`src/rtl/instruction_dump_tx_pkg.sv`:
```
// -----------------------------------------------------------------------------
// instruction_dump_tx_pkg
// Shared definitions for the instruction-memory UART dump path and the
// matching UART receiver side:
//   DEFAULT_CLKS_PER_BAUD : clocks per UART bit (100 MHz / 115200)
//   DEFAULT_LAST_ADDR     : final word address of a full dump
//   dump_state_t          : dump FSM state encoding
// -----------------------------------------------------------------------------
package instruction_dump_tx_pkg;

    localparam int DEFAULT_CLKS_PER_BAUD = 868;
    localparam int DEFAULT_LAST_ADDR     = 255;

    // Start bit + 8 data bits + stop bit.
    localparam int UART_FRAME_BITS = 10;

    typedef enum logic [2:0] {
        IDLE    = 3'd0,
        FETCH   = 3'd1,
        SEND_HI = 3'd2,
        WAIT_HI = 3'd3,
        SEND_LO = 3'd4,
        WAIT_LO = 3'd5,
        DONE    = 3'd6
    } dump_state_t;

endpackage

```
`src/rtl/txuartlite.sv`:
```
// -----------------------------------------------------------------------------
// txuartlite
// Minimal 8N1 UART transmitter, LSB first, line idles high.
// A write accepted while idle starts a frame on the next cycle; each bit
// (start, 8 data, stop) is held for exactly CLKS_PER_BAUD cycles, so a frame
// lasts UART_FRAME_BITS*CLKS_PER_BAUD cycles. o_busy drops on the same edge
// the stop bit ends.
// Ports:
//   i_clk      : system clock, rising edge
//   i_reset    : synchronous active-high reset; line returns high immediately
//   i_wr       : one-cycle write strobe (ignored while busy)
//   i_data     : byte to send
//   o_busy     : frame in progress
//   o_uart_tx  : serial output
// -----------------------------------------------------------------------------
module txuartlite
    import instruction_dump_tx_pkg::*;
#(
    parameter int CLKS_PER_BAUD = DEFAULT_CLKS_PER_BAUD
) (
    input  logic       i_clk,
    input  logic       i_reset,
    input  logic       i_wr,
    input  logic [7:0] i_data,
    output logic       o_busy,
    output logic       o_uart_tx
);

    localparam int CNT_W = (CLKS_PER_BAUD > 1) ? $clog2(CLKS_PER_BAUD) : 1;
    localparam logic [CNT_W-1:0] CNT_RELOAD = CNT_W'(CLKS_PER_BAUD - 1);
    localparam logic [3:0] LAST_BIT = 4'(UART_FRAME_BITS - 1);

    logic             busy_q, busy_d;
    logic             tx_q, tx_d;
    logic [CNT_W-1:0] baud_cnt_q, baud_cnt_d;
    logic [3:0]       bit_idx_q, bit_idx_d;
    // Remaining bits to shift out: data LSB first, stop bit on top.
    logic [8:0]       shreg_q, shreg_d;

    always_comb begin
        busy_d     = busy_q;
        tx_d       = tx_q;
        baud_cnt_d = baud_cnt_q;
        bit_idx_d  = bit_idx_q;
        shreg_d    = shreg_q;
        if (!busy_q) begin
            if (i_wr) begin
                busy_d     = 1'b1;
                tx_d       = 1'b0;
                shreg_d    = {1'b1, i_data};
                bit_idx_d  = 4'd0;
                baud_cnt_d = CNT_RELOAD;
            end
        end else if (baud_cnt_q != '0) begin
            baud_cnt_d = baud_cnt_q - 1'b1;
        end else if (bit_idx_q == LAST_BIT) begin
            // Stop bit complete; line is already high.
            busy_d = 1'b0;
        end else begin
            tx_d       = shreg_q[0];
            shreg_d    = {1'b1, shreg_q[8:1]};
            bit_idx_d  = bit_idx_q + 4'd1;
            baud_cnt_d = CNT_RELOAD;
        end
    end

    always_ff @(posedge i_clk) begin
        if (i_reset) begin
            busy_q     <= 1'b0;
            tx_q       <= 1'b1;
            baud_cnt_q <= '0;
            bit_idx_q  <= 4'd0;
        end else begin
            busy_q     <= busy_d;
            tx_q       <= tx_d;
            baud_cnt_q <= baud_cnt_d;
            bit_idx_q  <= bit_idx_d;
        end
        shreg_q <= shreg_d;
    end

    assign o_busy    = busy_q;
    assign o_uart_tx = tx_q;

endmodule

```
`src/rtl/instruction_dump_tx.sv`:
```
// -----------------------------------------------------------------------------
// instruction_dump_tx
// Streams instruction memory words 0..LAST_ADDR out over UART, two bytes per
// word, high byte first.
// Ports:
//   CLK          : system clock, rising edge
//   RST          : synchronous active-high reset (wins over start)
//   start        : one-cycle dump request, ignored while busy
//   rd_addr      : word address to the memory read port
//   rd_data      : word returned combinationally for rd_addr
//   UART_RXD_OUT : serial TX line, 8N1, idle high
//   busy         : dump in progress
//   dump_done    : one-cycle pulse after the final stop bit
// -----------------------------------------------------------------------------
module instruction_dump_tx
    import instruction_dump_tx_pkg::*;
#(
    parameter int         CLKS_PER_BAUD = DEFAULT_CLKS_PER_BAUD,
    parameter logic [7:0] LAST_ADDR     = 8'(DEFAULT_LAST_ADDR)
) (
    input  logic        CLK,
    input  logic        RST,
    input  logic        start,
    output logic [7:0]  rd_addr,
    input  logic [15:0] rd_data,
    output logic        UART_RXD_OUT,
    output logic        busy,
    output logic        dump_done
);

    dump_state_t state_q, state_d;
    logic [7:0]  rd_addr_q, rd_addr_d;
    logic [15:0] word_q, word_d;

    logic       tx_wr;
    logic [7:0] tx_data;
    logic       tx_busy;

    always_comb begin
        state_d   = state_q;
        rd_addr_d = rd_addr_q;
        word_d    = word_q;
        case (state_q)
            IDLE: begin
                if (start) begin
                    rd_addr_d = 8'd0;
                    state_d   = FETCH;
                end
            end
            FETCH: begin
                word_d  = rd_data;
                state_d = SEND_HI;
            end
            SEND_HI: state_d = WAIT_HI;
            WAIT_HI: begin
                if (!tx_busy) state_d = SEND_LO;
            end
            SEND_LO: state_d = WAIT_LO;
            WAIT_LO: begin
                if (!tx_busy) begin
                    // Stop at LAST_ADDR so the address never wraps mid-dump.
                    if (rd_addr_q == LAST_ADDR) begin
                        state_d = DONE;
                    end else begin
                        rd_addr_d = rd_addr_q + 8'd1;
                        state_d   = FETCH;
                    end
                end
            end
            DONE:    state_d = IDLE;
            default: state_d = IDLE;
        endcase
    end

    always_ff @(posedge CLK) begin
        if (RST) begin
            state_q   <= IDLE;
            rd_addr_q <= 8'd0;
        end else begin
            state_q   <= state_d;
            rd_addr_q <= rd_addr_d;
        end
        word_q <= word_d;
    end

    assign tx_wr   = (state_q == SEND_HI) || (state_q == SEND_LO);
    assign tx_data = (state_q == SEND_LO) ? word_q[7:0] : word_q[15:8];

    txuartlite #(
        .CLKS_PER_BAUD(CLKS_PER_BAUD)
    ) u_tx (
        .i_clk     (CLK),
        .i_reset   (RST),
        .i_wr      (tx_wr),
        .i_data    (tx_data),
        .o_busy    (tx_busy),
        .o_uart_tx (UART_RXD_OUT)
    );

    assign rd_addr   = rd_addr_q;
    // busy covers FETCH..WAIT_LO; it is already low in the DONE cycle.
    assign busy      = (state_q != IDLE) && (state_q != DONE);
    assign dump_done = (state_q == DONE);

endmodule
```
`config.mk`:
```
export PLATFORM = sky130hd
export DESIGN_NAME = instruction_dump_tx
export DESIGN_NICKNAME = d
export VERILOG_FILES = /design/src/rtl/instruction_dump_tx_pkg.sv /design/src/rtl/txuartlite.sv /design/src/rtl/instruction_dump_tx.sv
export SDC_FILE = /design/constraint.sdc
export NUM_CORES = 1
export LEC_CHECK = 0
export ABC_AREA = 1
export BUFFER_PORTS_ARGS = -buffer_cell sky130_fd_sc_hd__buf_4
export CORE_UTILIZATION = 40
export DETAILED_ROUTE_END_ITERATION = 16
export HOLD_SLACK_MARGIN = 0.15
export REMOVE_ABC_BUFFERS = 1
export SYNTH_ARGS = -nofsm -noshare
export SYNTH_HDL_FRONTEND = slang
export SYNTH_SLANG_ARGS = --single-unit
```
`constraint.sdc`:
```
create_clock -name CLK -period 1.8 [get_ports CLK]
set_input_delay 0.36 -clock CLK [delete_from_list [all_inputs] [get_ports CLK]]
set_output_delay 0.36 -clock CLK [all_outputs]
set_load 0.005 [all_outputs]
```
# Word level (Yosys, flattened, before mapping)
# Cells that the tools add are included.
op_classes:
  addsub: 3
  mul: 0
  div_mod_pow: 0
  n_lt_le_gt_ge: 0
  n_eq_ne: 16
  n_shift: 0
  muxes: 30
  bitwise_logic: 0
  n_reduce_logical: 11
op_table:
  columns: ["cell", "count"]
  rows:
  - ["two-way mux 10 bit", 4]
  - ["two-way mux 9 bit", 4]
  - ["two-way mux 8 bit", 4]
  - ["case mux 3 bit (6 select lines)", 1]
  - ["two-way mux 4 bit", 4]
  - ["case mux 8 bit (2 select lines)", 1]
  - ["two-way mux 3 bit", 4]
  - ["!= test 2 bit, second input constant", 6]
  - ["nonzero test 10 bit", 1]
  - ["subtractor 10 x 1 -> 10 bit, second input constant", 1]
  - ["equality test 3 bit, second input constant", 3]
  - ["adder 8 x 1 -> 8 bit, second input constant", 1]
  - ["equality test 8 bit, second input constant", 1]
  - ["two-way mux 1 bit", 8]
  - ["equality test 3 x 2 -> 1 bit, second input constant", 2]
  - ["!= test 3 bit, second input constant", 2]
  - ["AND reduction 3 bit", 2]
  - ["adder 4 x 1 -> 4 bit, second input constant", 1]
  - ["equality test 4 bit, second input constant", 1]
  - ["AND reduction 4 bit", 1]
  - ["nonzero test 2 bit", 2]
  - ["equality test 3 x 1 -> 1 bit, second input constant", 1]
  - ["logical NOT 3 bit", 1]
  - ["nonzero test 3 bit", 1]
  - ["3 further kinds", 3]
word_totals:
  reg_bits: 52
  latchBits: 0
  ram_bits: 0
  romBits: 0
  in_bits: 19
  out_inout_bits: 11
  elab_cells: 68
  mem_count: 0

# Longest topological paths before layout
# Gate-level depths: netlist (run 1).
depth:
  ltp_word: 4
  depth_mapped: 11
  depth_no_buf: 11

# Cells and area by module
# From an unflattened synthesis (run 1), not the netlist that was laid out.
unflattened:
  cells_unflattened: 314
  area_unflattened_um2: 2650.0
modules_own_cells:
  columns: ["mod", "n_inst", "cells_each", "area_per_inst_um2", "seq_area_each_um2"]
  rows:
  - ["txuartlite", 1, 169, 1338.8, 560.5]
  - ["instruction_dump_tx", 1, 145, 1311.3, 700.7]

# Worst setup path after synthesis (run 1)
# OpenSTA, ideal clock, no wires.
synth_path:
  kind: "reg2reg"
  start: "register u_tx.baud_cnt_q[0]"
  end: "register u_tx.shreg_q[0] (enable)"
  setup_time_ns: 0.308
  t_arrival_ns: 1.226
  t_required_ns: 1.492
  setup_slack_ns: 0.266
  path_stages_with_launch: 9
  n_path_buf: 0
  period_less_slack_ns: 1.534
  path_cell_list: "dfxtp_1 inv_1 ha_1 nand3_2 nor2_2 nand2_2 nand2_4 nand2_2 inv_2"
synth_via:
  elab_chain_cells: 3
synth_lines:
  columns: ["element", "line_no", "rtl"]
  rows:
  - ["start: declaration", "txuartlite.sv:35", "logic [CNT_W-1:0] baud_cnt_q, baud_cnt_d;"]
  - ["start signal: assignment", "txuartlite.sv:76", "baud_cnt_q <= baud_cnt_d;"]
  - ["nonzero test 10 bit", "txuartlite.sv:54", "end else if (baud_cnt_q != '0) begin"]
  - ["!= test 2 bit (no line)", null, null]
  - ["AND reduction 3 bit (no line)", null, null]
  - ["end signal: assignment", "txuartlite.sv:79", "shreg_q <= shreg_d;"]
  - ["end: declaration", "txuartlite.sv:38", "logic [8:0] shreg_q, shreg_d;"]
# Every way passes these cells.
# A chain may end at the register's enable or synchronous reset.

# Worst setup path in the final report (run 1)
layout_path:
  start: "register u_tx.baud_cnt_q[0]"
  end: "register u_tx.shreg_q[3] (enable)"
# Same word-level chain as after synthesis.

==> metrics.md, run 1 <==
| Metric | Value |
|---|---|
| Layout Area Growth over Synthesis | 17.1% |
| Die Y | 81.2 µm |
| Avg WL per Cell | 10.8 µm |
| RSZ-0062 raised after global routing | no |
| Port Buffers | 29 |
| Drt first pass iters | 6 |
| Number of global-route vias before repair | 1803 |
| Iter 0 DRT Violations | 90 |
| First-pass GRT wire length | 7.65 mm |
| Req. time, crit path | 1.83 ns |
| Rel. slew slack | 78.6% |
| Setup crit end kind | register |
| Antenna Nets Post-Route | 0 |
| Status | completed |
| Clk_skew | 0.00544 ns |
| Setup TNS | 0 ns |
| Worst Hold Class | in -> reg |
| RePlAce Congestion | 0.811 |
| Syn avg cell area | 8.14 µm² |
| Post-synthesis cell type count | 31 |
| Power Total | 3.98 mW |
| R2R depth | 8 |
| NumNets Final | 365 |
| Largest net degree at the start of global routing | 20 |
| Peak Freq | 604 MHz |
| Total CTS buffers | 5 |
| CP max stage cell | dfxtp_1 |
| Final cycle utilization of the critical path | 92.0% |
| Crit-path max cell delay | 0.32 ns |
| Final core occ | 49.0% |
| All-Layer GR Usage | 15.5% |
| Max-slew violation total from the final report | 0 |
| Die area | 0.00659 mm² |
| Leakage power | 1.22 nW |
| Root Driver | clkbuf_8 |
| Row Count | 28 |
| Drc violations | 0 |
| Initial Utilization | 41.9% |
| Fin. Hold Viols | 0 |
| Critical setup path kind | reg -> reg |
| CP cell instances | inv_1, ha_2, nand3_2, nor2_2, nand2_2, nand2_4, nand2_2, inv_6 |
| DIE WIDTH | 81.2 µm |
| I/O pins | 30 |
| Clock Sinks | 51 |
| FF+latch count, synth | 51 |
| Core Area | 0.00599 mm² |
| Final Setup Violations | 0 |
| Via Count | 2011 |
| Clock latency on the worst-skew pair | 0.30 ns |
| Synthesized cell area | 0.00251 mm² |
| Initial antenna violation count | 0 |
| Quantity of gates resized following cts | 0 |
| Postcts setup bufs | 0 |
| Worst vdd ir | 0.596 mV |
| Mapped Cells | 308 |
| Grt ovf | 0 |
| Crit path DAT | 1.68 ns |
| Worst Path Max Fanout | 9 |
| CP most frequent cell | nand2_2 |
| Max Cap Viol | 0 |
| CTS H-tree lvls | 2 |
| Worst Tran Pin Value | 0.318 ns |
| Cts hold-fix bufs | 0 |
| Final wirelength | 4.52 mm |
| Maximum clock insertion buffer count | 2 |
| Dpl hpwl | 3.33 mm |
| Layout cells sized above 1 | 18.4% |
| Cell Pwr Density | 1360 mW/mm² |
| Synth Warn # | 0 |
| Minimum clock period | 1.66 ns |
| Routed vias/inst | 4.81 |
| Hold Path Stages | 1 |
| CTS tree | done |
| Sequential fraction of the synthesis area | 50.3% |
| CP startpoint kind | register |
| Antenna cells | 0 |
| Clock slew at reported path FFs | 0.09 ns |
==> path summary, 6_finish.rpt <==
kind	endpoint	startpoint	slack, ns
max reg2reg	u_tx.shreg_q[3]$_DFFE_PP_	u_tx.baud_cnt_q[0]$_SDFFE_PP0P_	0.14
max	u_tx.shreg_q[3]$_DFFE_PP_	u_tx.baud_cnt_q[0]$_SDFFE_PP0P_	0.14
min	word_q[4]$_DFFE_PN_	rd_data[4]	0.22
min reg2reg	u_tx.o_uart_tx$_SDFFE_PP1P_	u_tx.shreg_q[0]$_DFFE_PP_	0.48
==> logic make-up after synthesis <==
logic type | count (synthesis) | synth area share, %
compound gates | 42 | 9.68
xor+xnor | 6 | 2.09
fa+ha+maj | 4 | 2.00
buf+inv | 41 | 6.58
flops | 51 | 50.3
simple gates | 164 | 29.4
==> critical path, delay by kind of cell (launching register included) <==
family	cells	cell delay, ns
and+or+nand+nor	5	0.61
adders and majority gates	1	0.22
DFF	1	0.32
buffers and inverters	2	0.22
==> Yosys cell counts, drive strengths merged <==
cell	count	area (µm²)
nor3	4	31.3
xor2	5	43.8
dfxtp	27	541
o21ai	12	60.1
clkbuf	2	7.51
edfxtp	24	721
inv	34	128
ha	4	50.1
and2	1	6.26
nor2	40	160
nand2	90	380
clkinv	1	5.00
o41ai	1	8.76
nand4	7	43.8
a31oi	7	43.8
xnor2	1	8.76
buf	4	25.0
nand3	22	115
a21oi	20	115
o21bai	2	15.0
==> metal layers <==
metal | track usage [%] | share of wire [%] | vias up | wire length (µm)
met5 | 0 | 0 | - | 0
met4 | 5.00 | 1.3 | 0 | 58
met3 | 4.38 | 3.2 | 5 | 146
met2 | 27.6 | 48 | 33 | 2150
met1 | 17.8 | 48 | 891 | 2160
li1 | - | - | 1082 | -
==> cell type report <==
cell class	instances	area, µm²
inverters	35	138
repair buffers	33	248
clock inverters	2	38.8
well taps	75	93.8
clock buffers	6	72.6
multi-input cells	216	1080
fillers	584	3050
flip-flops and latches	51	1260
==> sequential cells by signal (all words and copies together) (netlist names) <==
name and flops:
u_tx.shreg_q 8, word_q 16, u_tx.bit_idx_q 4, state_q 3
rd_addr 8, u_tx.o_uart_tx 1, u_tx.o_busy 1, u_tx.baud_cnt_q 10
==> cells in the final DEF (no fill, tap or decap), types with 3 or more instances in the layout <==
cell      netlist  final
nand2_2         8      8
ha_1            4      3
edfxtp_1       24     24
buf_4           2     33
nor2_1         38     38
inv_1          30     30
dfxtp_1        27     27
nand3_1        21     21
o21ai_0         9      9
nand4_1         7      7
a31oi_1         7      7
nand2_1        79     79
o21ai_1         3      3
xor2_1          5      5
nor3_1          3      3
nand2_4         3      3
inv_2           4      3
clkbuf_8        0      5
a21oi_1        18     18
==> metrics by stage <==
| step | instances | setup slack, ns | hold WS (ns) | instance area, µm² |
|---|---|---|---|---|
| after floorplan | 302 | 0.252 | 0.429 | 2480 |
| after global placement | 410 | 0.122 | 0.447 | 2820 |
| after detailed placement | 410 | 0.0748 | 0.470 | 2820 |
| after CTS | 418 | 0.0716 | 0.215 | 2930 |
| after global routing | 418 | 0.00739 | 0.207 | 2940 |
| final | 418 | 0.143 | 0.224 | 2940 |
==> power breakdown <==
group          internal [mW]  leakage (nW)  switching [mW]
clock                  0.420        0.0558           0.382
sequential              1.53         0.443           0.161
combinational          0.528         0.718           0.961
Note: power is estimated with default switching activity, not from simulation.
==> inputs of run 2 (changes only) <==
Clock period 1.8 ns to 1.45 ns, I/O delays scaled along.
==> run 2 against run 1 <==
The flow now finishes with violations (setup timing); cell count rose by 11%; routed wire length rose by 19%; first-iteration DRC count fell by 12%; global-route usage rose by 0.22 points; critical endpoint is now busy; critical path depth fell by 3; power rose by 37%; sequential cell count did not move; largest power group is now combinational cells; largest cell class unchanged; combinational power rose by 72%; clock power rose by 4.6%; via count rose by 12%.
==> metrics.md, run 2 (synthesized netlist as in run 1, its figures left out) <==
| Metric | Value |
|---|---|
| Die Y | 81.2 µm |
| Final core occ | 57.2% |
| RSZ-0062 raised after global routing | yes |
| CTS tree | done |
| Worst Tran Pin Value | 0.408 ns |
| Most frequent cells in the layout | nand2_1 (77), buf_4 (55), nor2_1 (35) |
| Status | complete, but fails checks |
| Leakage power | 1.45 nW |
| Max Cap Viol | 0 |
| Delay-heaviest family, CP | flip-flops |
| Failing checks | setup timing |
| Final worst slack | -0.0162 ns |
| CP max stage cell | dfxtp_2 |
| Setup crit end kind | output pin |
| Biggest regs | word_q: 16 flops, u_tx.baud_cnt_q: 10 flops |
| HP Start | RST |
| Setup TNS | -0.0162 ns |
| Root Driver | clkbuf_8 |
| Initial antenna violation count | 0 |
| Largest net degree at the start of global routing | 17 |
| Largest register FFs | 16 |
| R2R depth | 8 |
| Routed vias/inst | 4.88 |
| Hold Slack | 0.209 ns |
| Final Setup Violations | 1 |
| Final cycle utilization of the critical path | 101% |
| Avg WL per Cell | 11.6 µm |
| Layout cells sized above 1 | 30.0% |
| Rel. slew slack | 72.8% |
| RePlAce Congestion | 0.823 |
| Antenna cells | 0 |
| Final wirelength | 5.37 mm |
| Drt first pass iters | 4 |
| Total CTS buffers | 5 |
| Initial Utilization | 41.9% |
| Dpl hpwl | 3.61 mm |
| Crit path DAT | 1.18 ns |
| Port Buffers | 29 |
| Maximum clock insertion buffer count | 2 |
| CTS H-tree lvls | 2 |
| Core Area | 0.00599 mm² |
| All-Layer GR Usage | 15.7% |
| Worst Hold Class | in -> reg |
| Die area | 0.00659 mm² |
| CP cell instances | nor2_2, nand2_2, inv_1, nor2_1, buf_4 |
| First-pass GRT wire length | 8.00 mm |
| Iter 0 DRT Violations | 79 |
| Clock slew at reported path FFs | 0.10 ns |
| Reg2Reg Setup Slack | 0.05 ns |
| Grt ovf | 0 |
| Via Count | 2253 |
| Clk_skew | 0.00718 ns |
| DIE WIDTH | 81.2 µm |
| I/O pins | 30 |
| Layout Area Growth over Synthesis | 36.7% |
| Peak Freq | 682 MHz |
| Row Count | 28 |
| Most common cell after layout, fill and taps aside | nand2_1 |
| Register with the most flip-flops | word_q |
| Hold Path Stages | 2 |
| Antenna Nets Post-Route | 0 |
| Hold EP | rd_addr[7]$_SDFFE_PP0P_ |
| Req. time, crit path | 1.16 ns |
| Critical setup path kind | reg -> out |
| Cell Pwr Density | 1590 mW/mm² |
| Clock latency on the worst-skew pair | 0.30 ns |
| NumNets Final | 409 |
| Fin. Hold Viols | 0 |
| FF-to-FF Start | state_q[0]$_SDFFE_PP0P_ |
| Crit-path max cell delay | 0.35 ns |
| FF-to-FF End | rd_addr[6]$_SDFFE_PP0P_ |
| Worst vdd ir | 0.783 mV |
| Post-Place Setup Slack | -0.0226 ns |
| Number of global-route vias before repair | 1966 |
| Clock Sinks | 51 |
| Drc violations | 0 |
| CP startpoint kind | register |
| Worst Path Max Fanout | 3 |
| Max-slew violation total from the final report | 0 |
| Crit path launch | state_q[1]$_SDFFE_PP0P_ |
| Bufs and invs on worst path | 2 |
| Minimum clock period | 1.47 ns |
## run 2: worst register-to-register path, delay by kind of cell, from the launching register on
kind                   cells  cell delay (ns)
and+or+nand+nor            5             0.67
DFF                        1             0.39
buffers and inverters      2             0.15
AOI/OAI and AO/OA          1             0.14
## run 2: worst max-delay path by stage
stage,to,cells past startpoint
after global routing,busy,5
after detailed placement,u_tx.shreg_q[7]$_SDFFCE_PP1P_,8
after global placement,u_tx.shreg_q[6]$_DFFE_PP_,8
after CTS,busy,4
after floorplan,u_tx.shreg_q[0]$_DFFE_PP_,7
final,busy,5
## run 2: where the power goes
group,switching [mW],internal (mW)
clock network,0.491,0.348
registers,0.150,1.91
logic,1.48,1.09
## run 2: per-layer routing
layer | GRT usage [%] | share of wire, %
met2 | 28.7 | 51
met5 | 0 | 0
met1 | 18.0 | 46
met3 | 3.71 | 2.4
met4 | 4.82 | 0.54
## run 2: timing repair
action                                 in CTS  in global routing
buffers inserted                            0                  5
gates resized for setup                     5                 40
endpoints found under the hold margin       0                 16
pin swaps                                   0                 12
hold buffers                                0                 16
cloned                                      0                  1
setup endpoints to repair                  11                 37
## run 2: per-stage QoR
| step | power (mW) | std cells | cell area [µm²] |
|---|---|---|---|
| 2_1_floorplan | 3.47 | 302 | 2480 |
| 3_3_place_gp | 4.25 | 432 | 3000 |
| 3_5_place_dp | 4.25 | 432 | 3000 |
| 4_1_cts | 5.10 | 440 | 3100 |
| 5_1_grt | 5.84 | 462 | 3430 |
| 6_report | 5.46 | 462 | 3430 |
## run 2: cell type report
cell class | instances | area (µm²)
clock buffers | 6 | 72.6
clock inverters | 2 | 17.5
fillers | 552 | 2560
inverters | 35 | 139
multi-input cells | 217 | 1200
flip-flops and latches | 51 | 1270
well taps | 75 | 93.8
repair buffers | 76 | 638
==> inputs of run 3 (changes only) <==
Settings changed: GPL_TIMING_DRIVEN from default to 0.
==> run 3 against run 2 <==
The run still ends with setup timing left; largest power group unchanged; routed wire length increased by 2.3%; register-to-register slack worse by 0.04 ns; sequential cell count is the same; critical path type unchanged; critical endpoint unchanged; power grew 5.0%.
==> metrics.md, run 3 (synthesized netlist as in run 1, its figures left out) <==
| Metric | Value |
|---|---|
| Worst Hold Class | in -> reg |
| Row Count | 28 |
| RePlAce Congestion | 0.822 |
| Req. time, crit path | 1.16 ns |
| Port Buffers | 29 |
| Initial Utilization | 41.9% |
| RSZ-0062 raised after global routing | yes |
| Iter 0 DRT Violations | 94 |
| I/O pins | 30 |
| Status | complete, but fails checks |
| Failing checks | setup timing |
| Peak Freq | 686 MHz |
| Initial antenna violation count | 0 |
| All-Layer GR Usage | 17.4% |
| Cell Pwr Density | 1620 mW/mm² |
| R2R depth | 7 |
| NumNets Final | 407 |
| Clk pwr share | 14.7% |
| CP startpoint kind | register |
| Die Y | 81.2 µm |
| Max Cap Viol | 0 |
| Die area | 0.00659 mm² |
| Grt ovf | 0 |
| Worst Path Max Fanout | 5 |
| FF-to-FF End | rd_addr[1]$_SDFFE_PP0P_ |
| Final Setup Violations | 1 |
| Inst Count DP | 406 |
| Layout Area Growth over Synthesis | 40.9% |
| Rel. slew slack | 74.6% |
| Reg2Reg Setup Slack | 0.01 ns |
| Minimum clock period | 1.46 ns |
| First-pass GRT wire length | 8.75 mm |
| Worst Tran Pin Value | 0.381 ns |
| Bufs and invs on worst path | 2 |
| Fill cells | 538 |
| Fin. Hold Viols | 0 |
| Worst vdd ir | 1.03 mV |
| Clock slew at reported path FFs | 0.10 ns |
| P_int | 3.41 mW |
| Drt first pass iters | 4 |
| Drc violations | 0 |
| Setup crit end kind | output pin |
| Non-filler cells, final | 460 |
| Core Area | 0.00599 mm² |
| Number of global-route vias before repair | 2023 |
| Final wirelength | 5.50 mm |
| CTS tree | done |
| Most frequent cells in the layout | nand2_1 (73), buf_4 (52), nor2_1 (34) |
| Clk_skew | 0.00681 ns |
| Delay-heaviest family, CP | flip-flops |
| Largest register FFs | 16 |
| HP Start | RST |
| CP max stage cell | dfxtp_4 |
| Antenna Nets Post-Route | 0 |
| Hold Slack | 0.299 ns |
| Crit-path max cell delay | 0.38 ns |
| DIE WIDTH | 81.2 µm |
| Dpl hpwl | 3.27 mm |
| Clock Sinks | 51 |
| Switching power | 2.33 mW |
| Largest net degree at the start of global routing | 20 |
| Total CTS buffers | 5 |
| Final core occ | 59.0% |
| Sequential power share | 37.4% |
| Critical setup path kind | reg -> out |
| Crit path DAT | 1.17 ns |
| CTS H-tree lvls | 2 |
| Hold Path Stages | 2 |
| Switching Share | 40.6% |
| Max-slew violation total from the final report | 0 |
| Maximum clock insertion buffer count | 2 |
| Clock latency on the worst-skew pair | 0.31 ns |
| Via Count | 2226 |
| Hold EP | u_tx.baud_cnt_q[6]$_SDFFE_PP0P_ |
| Final cycle utilization of the critical path | 101% |
| Final worst slack | -0.00729 ns |
| Avg WL per Cell | 11.9 µm |
| FF-to-FF Start | state_q[1]$_SDFFE_PP0P_ |
| Register with the most flip-flops | word_q |
| Leakage power | 1.43 nW |
| CP cell instances | nor2_4, nand2_4, inv_1, nor2_1, buf_4 |
| Routed vias/inst | 4.84 |
| Layout cells sized above 1 | 33.5% |
| Most common cell after layout, fill and taps aside | nand2_1 |
| Comb power frac | 47.9% |
| Root Driver | clkbuf_8 |
| Biggest regs | word_q: 16 flops, u_tx.baud_cnt_q: 10 flops |
| Antenna cells | 0 |
==> run 3: how the worst max path moves through the flow <==
stage / startpoint / end / slack (ns) / depth (start not counted)
2_1_floorplan: state_q[1]$_SDFFE_PP0P_ / u_tx.shreg_q[0]$_DFFE_PP_ / -0.1 / 7
3_3_place_gp: u_tx.o_busy$_SDFF_PP0_ / u_tx.baud_cnt_q[1]$_SDFFE_PP0P_ / -0.48 / 7
3_5_place_dp: u_tx.o_busy$_SDFF_PP0_ / u_tx.baud_cnt_q[1]$_SDFFE_PP0P_ / -0.49 / 7
4_1_cts: u_tx.bit_idx_q[1]$_SDFFE_PP0P_ / u_tx.baud_cnt_q[1]$_SDFFE_PP0P_ / -0.01 / 10
5_1_grt: state_q[2]$_SDFFE_PP0P_ / u_tx.bit_idx_q[0]$_SDFFE_PP0P_ / -0.11 / 9
6_report: state_q[1]$_SDFFE_PP0P_ / busy / -0.007 / 5
==> run 3: per-layer routing <==
metal	vias to the layer above	GRT usage, %	share of wire, %
li1	1166	-	-
met1	1025	19.7	44
met2	31	32.3	52
met3	4	5.17	3.3
met4	0	3.21	0.55
met5	-	0	0
==> run 3: final cells by class <==
| cell class | instances | area, µm² | share of cell area, % |
|---|---|---|---|
| clock buffers | 6 | 72.6 | 2.05 |
| clock inverters | 2 | 16.3 | 0.460 |
| inverters | 35 | 159 | 4.49 |
| multi-input cells | 217 | 1300 | 36.7 |
| flip-flops and latches | 51 | 1290 | 36.4 |
| well taps | 75 | 93.8 | 2.65 |
| repair buffers | 72 | 596 | 16.8 |
| repair inverters | 2 | 12.5 | 0.354 |
==> run 3: per-stage QoR <==
step	TNS (ns)	setup WS (ns)	cell area (µm²)	power, mW
finish	-0.00729	-0.00729	3540	5.74
global route	-1.46	-0.109	3540	6.17
CTS	-0.00962	-0.00962	3280	5.34
detailed placement	-11.73	-0.489	2790	3.93
global placement	-10.97	-0.481	2790	3.91
floorplan	-1.28	-0.0978	2480	3.47
==> run 3: repair_timing <==
item,in CTS,in global routing
resized for setup,35,43
endpoints found under the hold margin,16,0
pin swaps,8,24
hold buffers,16,0
endpoints found under the setup margin,45,50
cloned,3,0
setup buffers,15,12
==> run 3: power groups by stage <==
stage               clock network, mW  logic (mW)  registers, mW
floorplan                           0        1.37           2.09
global placement                    0        1.77           2.14
detailed placement                  0        1.78           2.15
CTS                             0.867        2.32           2.15
global route                    0.931        3.05           2.19
finish                          0.843        2.75           2.14
